[src/rtl/md4_pkg.sv]
// md4_pkg: shared MD4 constants, padder FSM state and block-format modes
package md4_pkg;
   localparam int MD4_BLOCK_BYTES = 64;
   localparam int MD4_LEN_OFS = 56;
   localparam logic [7:0] MD4_PAD_BYTE = 8'h80;
   localparam logic [31:0] MD4_IV_A = 32'h67452301;
   localparam logic [31:0] MD4_IV_B = 32'hefcdab89;
   localparam logic [31:0] MD4_IV_C = 32'h98badcfe;
   localparam logic [31:0] MD4_IV_D = 32'h10325476;
   localparam logic [31:0] MD4_K2 = 32'h5A827999;
   localparam logic [31:0] MD4_K3 = 32'h6ED9EBA1;
   typedef enum logic {FILL, EMIT} md4_pad_state_t;
   typedef enum logic [1:0] {FMT_FIT, FMT_MARK, FMT_TAIL} md4_fmt_mode_t;
endpackage

[src/rtl/md4_msg_padder_if.sv]
// md4_msg_padder_if: byte-stream input and 512-bit block output handshakes
// master = host/consumer side, slave = padder side
interface md4_msg_padder_if;
   logic in_valid;
   logic in_ready;
   logic [7:0] in_data;
   logic in_last;
   logic blk_valid;
   logic blk_ready;
   logic [511:0] blk_data;
   logic blk_last;
   modport master (output in_valid, in_data, in_last, blk_ready,
                   input in_ready, blk_valid, blk_data, blk_last);
   modport slave (input in_valid, in_data, in_last, blk_ready,
                  output in_ready, blk_valid, blk_data, blk_last);
endinterface

[src/rtl/md4_pad_fmt.sv]
// md4_pad_fmt: combinational MD4 block formatter
// buf_in: partially filled block, p: marker position (64 = none), len: bit length,
// mode: FIT (marker+len) / MARK (marker only) / TAIL (optional marker at byte 0 + len), blk: result
module md4_pad_fmt
   import md4_pkg::*;
(
   input logic [511:0] buf_in,
   input logic [6:0] p,
   input logic [63:0] len,
   input md4_fmt_mode_t mode,
   input logic mark,
   output logic [511:0] blk
);
   for (genvar b = 0; b < MD4_BLOCK_BYTES; b++) begin : g_byte
      localparam logic [6:0] POS = 7'(b);
      logic [7:0] len_b;
      assign len_b = len[8*(b%8) +: 8];
      assign blk[8*b +: 8] = (b >= MD4_LEN_OFS && mode != FMT_MARK) ? len_b :
                             (mode == FMT_TAIL) ? ((b == 0 && mark) ? MD4_PAD_BYTE : 8'h00) :
                             (POS < p) ? buf_in[8*b +: 8] :
                             (POS == p) ? MD4_PAD_BYTE : 8'h00;
   end
endmodule

[src/rtl/md4_msg_padder.sv]
// md4_msg_padder: MD4 message padder, byte stream in, 512-bit x blocks out
// clk/rst: clock and sync active-high reset; bus: byte input and block output handshakes
module md4_msg_padder
   import md4_pkg::*;
#(
   parameter int CNT_W = 61
) (
   input logic clk,
   input logic rst,
   md4_msg_padder_if.slave bus
);
   md4_pad_state_t state, state_nx;
   logic [511:0] blk_buf, buf_nx, buf_w, fmt_blk;
   logic [5:0] idx, idx_nx;
   logic [6:0] p;
   logic [CNT_W-1:0] cnt, cnt_nx, len_cnt;
   logic [63:0] len;
   logic tail_pend, pend_nx, tail_mark, mark_nx, last_r, last_nx, hs_in, hs_blk;
   md4_fmt_mode_t mode;
   assign bus.in_ready = state == FILL && !rst;
   assign bus.blk_valid = state == EMIT;
   assign bus.blk_data = blk_buf;
   assign bus.blk_last = last_r;
   assign hs_in = bus.in_valid & bus.in_ready;
   assign hs_blk = bus.blk_valid & bus.blk_ready;
   assign p = 7'(idx) + 7'd1;
   // the final byte's own count is included in the length of a fitting block
   assign len_cnt = state == EMIT ? cnt : cnt + CNT_W'(1);
   assign len = 64'({len_cnt, 3'b000});
   assign mode = state == EMIT ? FMT_TAIL : (p <= 7'(MD4_LEN_OFS - 1)) ? FMT_FIT : FMT_MARK;
   always_comb begin
      buf_w = blk_buf;
      buf_w[{idx, 3'b000} +: 8] = bus.in_data;
   end
   md4_pad_fmt u_fmt (
      .buf_in(buf_w),
      .p(p),
      .len(len),
      .mode(mode),
      .mark(tail_mark),
      .blk(fmt_blk)
   );
   always_comb begin
      state_nx = state;
      buf_nx = blk_buf;
      idx_nx = idx;
      cnt_nx = cnt;
      pend_nx = tail_pend;
      mark_nx = tail_mark;
      last_nx = last_r;
      if (hs_in) begin
         buf_nx = bus.in_last ? fmt_blk : buf_w;
         idx_nx = idx + 6'd1;
         cnt_nx = cnt + CNT_W'(1);
         state_nx = (bus.in_last || idx == 6'd63) ? EMIT : FILL;
         last_nx = bus.in_last && mode == FMT_FIT;
         // MARK with p = 64 leaves the full block untouched; the marker moves to the tail
         pend_nx = bus.in_last && mode == FMT_MARK;
         mark_nx = bus.in_last && p[6];
      end
      if (hs_blk) begin
         buf_nx = tail_pend ? fmt_blk : '0;
         idx_nx = tail_pend ? idx : 6'd0;
         state_nx = tail_pend ? EMIT : FILL;
         last_nx = tail_pend;
         pend_nx = 1'b0;
         mark_nx = 1'b0;
         cnt_nx = last_r ? '0 : cnt;
      end
   end
   always_ff @(posedge clk) begin
      if (rst) begin
         state <= FILL;
         blk_buf <= '0;
         idx <= '0;
         cnt <= '0;
         tail_pend <= 1'b0;
         tail_mark <= 1'b0;
         last_r <= 1'b0;
      end else begin
         state <= state_nx;
         blk_buf <= buf_nx;
         idx <= idx_nx;
         cnt <= cnt_nx;
         tail_pend <= pend_nx;
         tail_mark <= mark_nx;
         last_r <= last_nx;
      end
   end
endmodule

[src/flat_wrapper.sv]
// flat-port wrapper written by rule: the top's interface ports become plain ports
module md4_msg_padder_flat import md4_pkg::*;
#(
   parameter int CNT_W = 61
)
  (clk, rst, bus_in_valid, bus_in_data, bus_in_last, bus_blk_ready, bus_in_ready, bus_blk_valid, bus_blk_data, bus_blk_last);
  md4_msg_padder_if bus_i ();
  input logic clk;
  input logic rst;
  input wire logic [$bits(bus_i.in_valid)-1:0] bus_in_valid;
  input wire logic [$bits(bus_i.in_data)-1:0] bus_in_data;
  input wire logic [$bits(bus_i.in_last)-1:0] bus_in_last;
  input wire logic [$bits(bus_i.blk_ready)-1:0] bus_blk_ready;
  output wire logic [$bits(bus_i.in_ready)-1:0] bus_in_ready;
  output wire logic [$bits(bus_i.blk_valid)-1:0] bus_blk_valid;
  output wire logic [$bits(bus_i.blk_data)-1:0] bus_blk_data;
  output wire logic [$bits(bus_i.blk_last)-1:0] bus_blk_last;
  assign bus_i.in_valid = bus_in_valid;
  assign bus_i.in_data = bus_in_data;
  assign bus_i.in_last = bus_in_last;
  assign bus_i.blk_ready = bus_blk_ready;
  assign bus_in_ready = bus_i.in_ready;
  assign bus_blk_valid = bus_i.blk_valid;
  assign bus_blk_data = bus_i.blk_data;
  assign bus_blk_last = bus_i.blk_last;
  md4_msg_padder #(.CNT_W(CNT_W)) u_core (.clk(clk), .rst(rst), .bus(bus_i));
endmodule
[config.mk]
export PLATFORM = sky130hd
export DESIGN_NAME = md4_msg_padder_flat
export DESIGN_NICKNAME = d
export VERILOG_FILES = /design/src/rtl/md4_pkg.sv /design/src/rtl/md4_msg_padder_if.sv /design/src/rtl/md4_pad_fmt.sv /design/src/rtl/md4_msg_padder.sv /design/src/flat_wrapper.sv
export SDC_FILE = /design/constraint.sdc
export NUM_CORES = 2
export LEC_CHECK = 0
export CAP_MARGIN = 20
export CORE_MARGIN = 4
export CORE_UTILIZATION = 45
export CTS_CLUSTER_DIAMETER = 40
export CTS_CLUSTER_SIZE = 10
export DETAILED_ROUTE_END_ITERATION = 8
export PLACE_DENSITY_LB_ADDON = 0.3
export SLEW_MARGIN = 20
export SYNTH_ARGS = -nofsm -noshare
export SYNTH_HDL_FRONTEND = slang
export SYNTH_HIERARCHICAL = 1
export SYNTH_SLANG_ARGS = --single-unit
[constraint.sdc]
create_clock -name clk -period 4.9 [get_ports clk]
set_input_delay 0.735 -clock clk [delete_from_list [all_inputs] [get_ports clk]]
set_output_delay 0.735 -clock clk [all_outputs]
set_load 0.01 [all_outputs]
**Word level (Yosys, flattened, before mapping)**

Cells that the tools add are included.

- $add $sub $neg: 4
- $mul: 0
- Divide/modulo/power cells: 0
- Magnitude comparators: 65
- Equal/unequal tests: 69
- Shift-type cells: 2
- Muxes and demuxes: 221
- Bitwise operators: 3
- Reductions and logical operators: 12

Operators by type and width:

| cell | count |
|---|---|
| 512-bit two-way mux | 4 |
| 8-bit two-way mux | 201 |
| 512-bit bitwise mux | 1 |
| 8-bit by 11-bit variable shift with 512-bit output, first input constant | 1 |
| 8-bit by 11-bit indexed part select with 512-bit output | 1 |
| 61-bit two-way mux | 4 |
| 6-bit by 7-bit == test with 1-bit output, first input constant | 32 |
| 6-bit by 7-bit less-than comparator with 1-bit output, first input constant | 32 |
| 5-bit by 7-bit == test with 1-bit output, first input constant | 16 |
| 5-bit by 7-bit less-than comparator with 1-bit output, first input constant | 16 |
| 61-bit by 1-bit adder with 61-bit output, second input constant | 1 |
| 4-bit by 7-bit == test with 1-bit output, first input constant | 8 |
| 4-bit by 7-bit less-than comparator with 1-bit output, first input constant | 8 |
| 3-bit by 7-bit == test with 1-bit output, first input constant | 4 |
| 3-bit by 7-bit less-than comparator with 1-bit output, first input constant | 4 |
| 6-bit two-way mux | 3 |
| 2-bit by 7-bit == test with 1-bit output, first input constant | 2 |
| 1-bit by 7-bit less-than comparator with 1-bit output, first input constant | 2 |
| 2-bit by 7-bit less-than comparator with 1-bit output, first input constant | 2 |
| 9-bit negator with 11-bit output | 1 |
| 6-bit by 1-bit adder with 7-bit output, second input constant | 1 |
| 1-bit by 7-bit == test with 1-bit output, first input constant | 1 |
| 7-bit by 6-bit less-or-equal comparator with 1-bit output, second input constant | 1 |
| 7-bit zero test | 1 |
| 17 further kinds | 29 |

- Register bits: 583
- Bits in latches: 0
- Memory bits (writable): 0
- Bits in read-only memories: 0
- Bits of input ports: 13
- Output and inout bits: 515
- Logic and storage cells: 383
- Memories kept: 0

**Longest topological paths before layout**

- Depth in word-level cells: 10
- Gate-level depth with buffers: 20
- Depth with buffers taken out: 13

**By module**

The synthesis kept the hierarchy.

Modules (own cells, without submodules):

| module | instances | cells an instance | area an instance (µm²) | seq. area each (µm²) |
|---|---|---|---|---|
| md4_msg_padder | 1 | 4,237 | 35,698.0 | 11,671.2 |
| md4_pad_fmt | 1 | 843 | 5,360.1 | 0.0 |

**Least setup slack after synthesis**

No wires, ideal clock.

- Kind: reg-to-reg
- From: register u_core.idx[0]
- To: register u_core.blk_buf[487], in the netlist u_core/bus.blk_data[487]
- Setup time: 0.128 ns
- Data arrival time: 3.590 ns
- Data required time: 4.772 ns
- Slack: 1.182 ns
- Stages on the path, launching flop included: 16
- Buffers on the path: 5
- Clock period less this slack: 3.718 ns
- Cells stage by stage: dfxtp_1 > buf_6 > clkbuf_1 > inv_1 > ha_1 > clkbuf_1 > or2_2 > clkbuf_1 > a211oi_1 > o211ai_2 > clkbuf_1 > mux2_2 > a221o_1 > and3_1 > a21oi_1 > o21ai_0

- Cells in the longest elaborated chain, start to end: 10
- Elaborated cells between the ends (all ways): 20
- Those cells by class: 2 x add/sub; 2 x order compare; 3 x eq/ne; 2 x shift; 11 x mux

Ends and longest elaborated chain:

| element | RTL line | text |
|---|---|---|
| start, declared | md4_msg_padder.sv:14 | `logic [5:0] idx, idx_nx;` |
| start signal, assigned | md4_msg_padder.sv:83 | `idx <= idx_nx;` |
| 6-bit by 1-bit adder with 7-bit output (*) | md4_msg_padder.sv:26 | `assign p = 7'(idx) + 7'd1;` |
| net u_core.p[0] | md4_msg_padder.sv:15 | `logic [6:0] p;` |
| 7-bit by 6-bit less-or-equal comparator with 1-bit output | md4_msg_padder.sv:30 | `assign mode = state == EMIT ? FMT_TAIL : (p <= 7'(MD4_LEN_OFS - 1)) ? FMT_FIT : FMT_MARK;` |
| 1-bit two-way mux | md4_msg_padder.sv:30 |  |
| 2-bit two-way mux | md4_msg_padder.sv:30 |  |
| 2-bit == test | md4_pad_fmt.sv:19 | `(mode == FMT_TAIL) ? ((b == 0 && mark) ? MD4_PAD_BYTE : 8'h00) :` |
| 8-bit two-way mux | md4_pad_fmt.sv:19 |  |
| 8-bit two-way mux (*) | md4_pad_fmt.sv:18 | `assign blk[8*b +: 8] = (b >= MD4_LEN_OFS && mode != FMT_MARK) ? len_b :` |
| net u_core.fmt_blk[487] | md4_msg_padder.sv:13 | `logic [511:0] blk_buf, buf_nx, buf_w, fmt_blk;` |
| 512-bit two-way mux | md4_msg_padder.sv:52 | `buf_nx = bus.in_last ? fmt_blk : buf_w;` |
| 512-bit two-way mux | md4_msg_padder.sv:51 | `if (hs_in) begin` |
| 512-bit two-way mux (*) | md4_msg_padder.sv:61 | `if (hs_blk) begin` |
| end signal, assigned | md4_msg_padder.sv:82 | `blk_buf <= buf_nx;` |
| end, declared | md4_msg_padder.sv:13 |  |

The timed path passes the listed nets; every way through them passes the cells marked *. The select of a mux whose other input is x is not followed.
A chain may end at the register's enable or synchronous reset.

**Final worst setup path**

- From: register u_core.idx[0]
- To: register u_core.blk_buf[498], in the netlist u_core/bus.blk_data[498]

The elaborated chain is that of the path after synthesis.

==> summary.txt <==
STA
  • Max Slew Vio Count: 0
  • Final hold viol count: 0
  • RSZ-0062 raised after global routing: false
  • Rel. slew slack: 0.2051
  • Tightest Pin Transition: 1.184 ns
  • PnR worst setup slack: 0.4609 ns
  • Max Freq: 0.2253 GHz
  • Setup violators final: 0
  • Post-layout min period: 4.439 ns
  • Fin Setup TNS: 0 ns
  • Hold slack: 0.4743 ns
  • Period utilization: 0.9059
  • Setup Skew: 0.03617 ns

Global route
  • Total gr overflow: 0
  • First-pass GRT wire length: 252400 um
  • Initial antenna violation count: 6
  • GRT Resource Usage Total: 0.3338
  • Largest net degree at the start of global routing: 187
  • Number of global-route vias before repair: 39810

Synthesis
  • Synthesized cell area: 0.04106 mm2
  • Post-Synthesis Cells: 5080
  • Synth top area share: 0.2843
  • Synthesized area per cell: 8.082 um2
  • Synth cell count leaders: 583 x dfxtp_1, 440 x clkbuf_1, 418 x nor2_1
  • Post-synthesis register bit count: 583
  • Number of synthesized flops with an enable pin: 0
  • Yosys warnings: 6
  • Count leader, synth: dfxtp_1
  • Post-synthesis async set-or-reset flop share: 0
  • Number of distinct library cells after synthesis: 103
  • Synth area leader: dfxtp_1
  • Sequential share of the synthesized area: 0.2843
  • Post-synth top flop: dfxtp_1
  • Area contributors post-synth: dfxtp_1 28%, mux2_2 11%, and2_1 5.1%

Worst hold path
  • Hold endpoint: u_core/cnt[17]
  • Worst Hold Class: input pin to flop
  • Hold Crit Start: rst
  • Worst Hold Path Cells: 2

Power and ir drop
  • Clock power frac: 0.506
  • Internal power: 11820 uW
  • Leakage: 0.01973 uW
  • Net Sw Power: 5108 uW
  • Worst VDD drop: 0.3055 mV
  • Sequential power share: 0.315
  • Sw Ratio: 0.3017
  • Pwr dens: 331.2 mW/mm2
  • Power after layout: 16930 uW
  • Combinational share of power: 0.179

Floorplan
  • Die extent in x: 310.1 um
  • Die H: 310.1 um
  • Core area: 0.09029 mm2
  • Cell Rows: 110
  • Die ar.: 0.09614 mm2
  • Initial core utilization: 0.4548
  • Num ports: 528

Routing
  • Pre-antenna DRT Iters: 6
  • DR iter-0 viols: 5914
  • Final ANT Viol Nets: 0
  • Vias per cell: 6.610
  • DRC Markers: 0
  • Routed len/inst: 25.91 um
  • WL final: 170700 um
  • Vias: 43560

Final layout
  • # fillers: 8086
  • P&R area growth vs syn: 24.52%
  • Multi-input gate area: 0.02719 mm2
  • FF+latch area: 0.01167 mm2
  • Share of layout cells above drive strength 1: 0.1882
  • Nets: 5324
  • Non-filler cells, final: 6590

Worst setup path
  • Reg2reg path depth: 10
  • Crit path required time: 5.46 ns
  • Crit path launch type: flop
  • Critical path startpoint: u_core/idx[0]
  • Crit Path Class: flop to flop
  • Reg2reg start: u_core/idx[0]
  • Arrival time worst endpoint: 5.00 ns
  • Max FO, Critical Path: 25
  • Crit. End Element: flop
  • FF-to-FF setup slack: 0.46 ns
  • Critical R2R Capture: u_core/bus.blk_data[498]

Clocking
  • CTS resizes: 0
  • CTS Hold Buffers Added: 0
  • H-tree level count: 3
  • Clock Latency Late Sink: 0.72 ns
  • Clock Sinks: 583
  • Root cell of the clock tree: clkbuf_16
  • Post-CTS setup repair buffer count: 0
  • CTS tree: built
  • CTS Buf Count: 121
  • Clock transition at path regs: 0.05 ns
  • CTS max path bufs: 3

Place
  • Placed cell count: 6359
  • Place WS: 0.6261 ns
  • PortBufs: 527
  • HPWL after DPL: 109100 um
  • Gp weighted congestion: 0.9405

Run status
  • Status: completed

Job
  • Max Cap Viol: 0
[cells in the final DEF, fill, tap and decap left out, drive strengths merged, types with 19 or more instances in the layout]
| cell | count |
|---|---|
| a211o | 21 |
| a211oi | 153 |
| a21boi | 69 |
| a21o | 26 |
| a21oi | 314 |
| a221o | 62 |
| a221oi | 79 |
| a22o | 43 |
| a22oi | 130 |
| and2 | 337 |
| and3 | 158 |
| buf | 146 |
| clkbuf | 148 |
| clkdlybuf4s50 | 518 |
| clkinv | 39 |
| clkinvlp | 21 |
| dfxtp | 583 |
| inv | 20 |
| mux2 | 402 |
| nand2 | 282 |
| nand3 | 102 |
| nand4 | 47 |
| nor2 | 429 |
| nor2b | 20 |
| nor3 | 155 |
| nor3b | 39 |
| nor4 | 21 |
| nor4b | 21 |
| o211a | 56 |
| o211ai | 32 |
| o21a | 35 |
| o21ai | 331 |
| o221a | 38 |
| o221ai | 169 |
| o311ai | 21 |
| o31ai | 19 |
| or2 | 73 |
| xnor2 | 31 |
| xor2 | 43 |
[routing by layer]
metal	up-vias	GRT usage	wire, um
met4	0	0.1863	10330
met3	468	0.06146	15910
met5	-	0	0
li1	19540	-	-
met2	2338	0.5235	76510
met1	21210	0.4343	67970
[kinds of logic (layout without fill, tap and decap cells)]
| logic type | count (synthesis) | in the layout | share of synthesized area |
|---|---|---|---|
| buffers and inverters | 579 | 907 | 0.05875 |
| XOR/XNOR | 74 | 74 | 0.01579 |
| multiplexers | 404 | 404 | 0.1118 |
| adder cells (fa/ha/maj) | 4 | 4 | 0.001219 |
| other | 1 | 7 | 0.00009133 |
| flip-flops | 583 | 583 | 0.2843 |
| AO/OA/AOI/OAI | 1670 | 1670 | 0.2952 |
| AND/OR/NAND/NOR | 1765 | 1765 | 0.2329 |
[stage by stage]
| stage | utilization | area (um2) |
|---|---|---|
| floorplan | - | 41070 |
| global placement | 0.5185 | 46820 |
| detailed placement | 0.5188 | 46840 |
| CTS | 0.5658 | 51080 |
| global route | 0.5662 | 51120 |
| finish | 0.5662 | 51120 |
[state kept, by name, summed over array words and instances, names as in the netlist]
name and count:
u_core/idx 6, u_core/bus.blk_last 1, u_core/tail_pend 1, u_core/bus.blk_valid 1, u_core/tail_mark 1, u_core/cnt 61
u_core/bus.blk_data 512
[layout make-up]
| class | instances | share of cell area |
|---|---|---|
| multi-input cells | 3920 | 0.5319 |
| flip-flops and latches | 583 | 0.2283 |
| repair buffers | 664 | 0.1266 |
| clock buffers | 148 | 0.06415 |
| well taps | 1176 | 0.02878 |
| clock inverters | 78 | 0.01880 |
| inverters | 17 | 0.001273 |
| diodes | 4 | 0.0001958 |
[worst max-delay path, stage by stage (launching register included)]
cell       delay [ns]
dfxtp_1          0.65
inv_1            0.14
ha_2             0.66
nor2b_1          0.23
buf_4            0.28
o2111ai_1        0.48
nor2_1           0.85
mux2_2           0.43
a22o_1           0.19
a221oi_1         0.27
nor3_1           0.08
[power by group through the flow]
stage,clock [uW],sequential (uW),combinational [uW]
4_1_cts,8640,5320,2980
6_report,8570,5330,3040
5_1_grt,8880,5360,3220
3_5_place_dp,0,5410,2970
2_1_floorplan,0,5460,1620
3_3_place_gp,0,5400,2930
[worst max path at each step]
stage | endpoint | cells after the start
after global routing | u_core/bus.blk_data[498] | 10
after floorplan | u_core/bus.blk_data[487] | 15
after detailed placement | u_core/bus.blk_data[498] | 10
final | u_core/bus.blk_data[498] | 10
after CTS | u_core/bus.blk_data[498] | 10
after global placement | u_core/bus.blk_data[503] | 11
No activity file was read; power rests on OpenSTA's default activity.
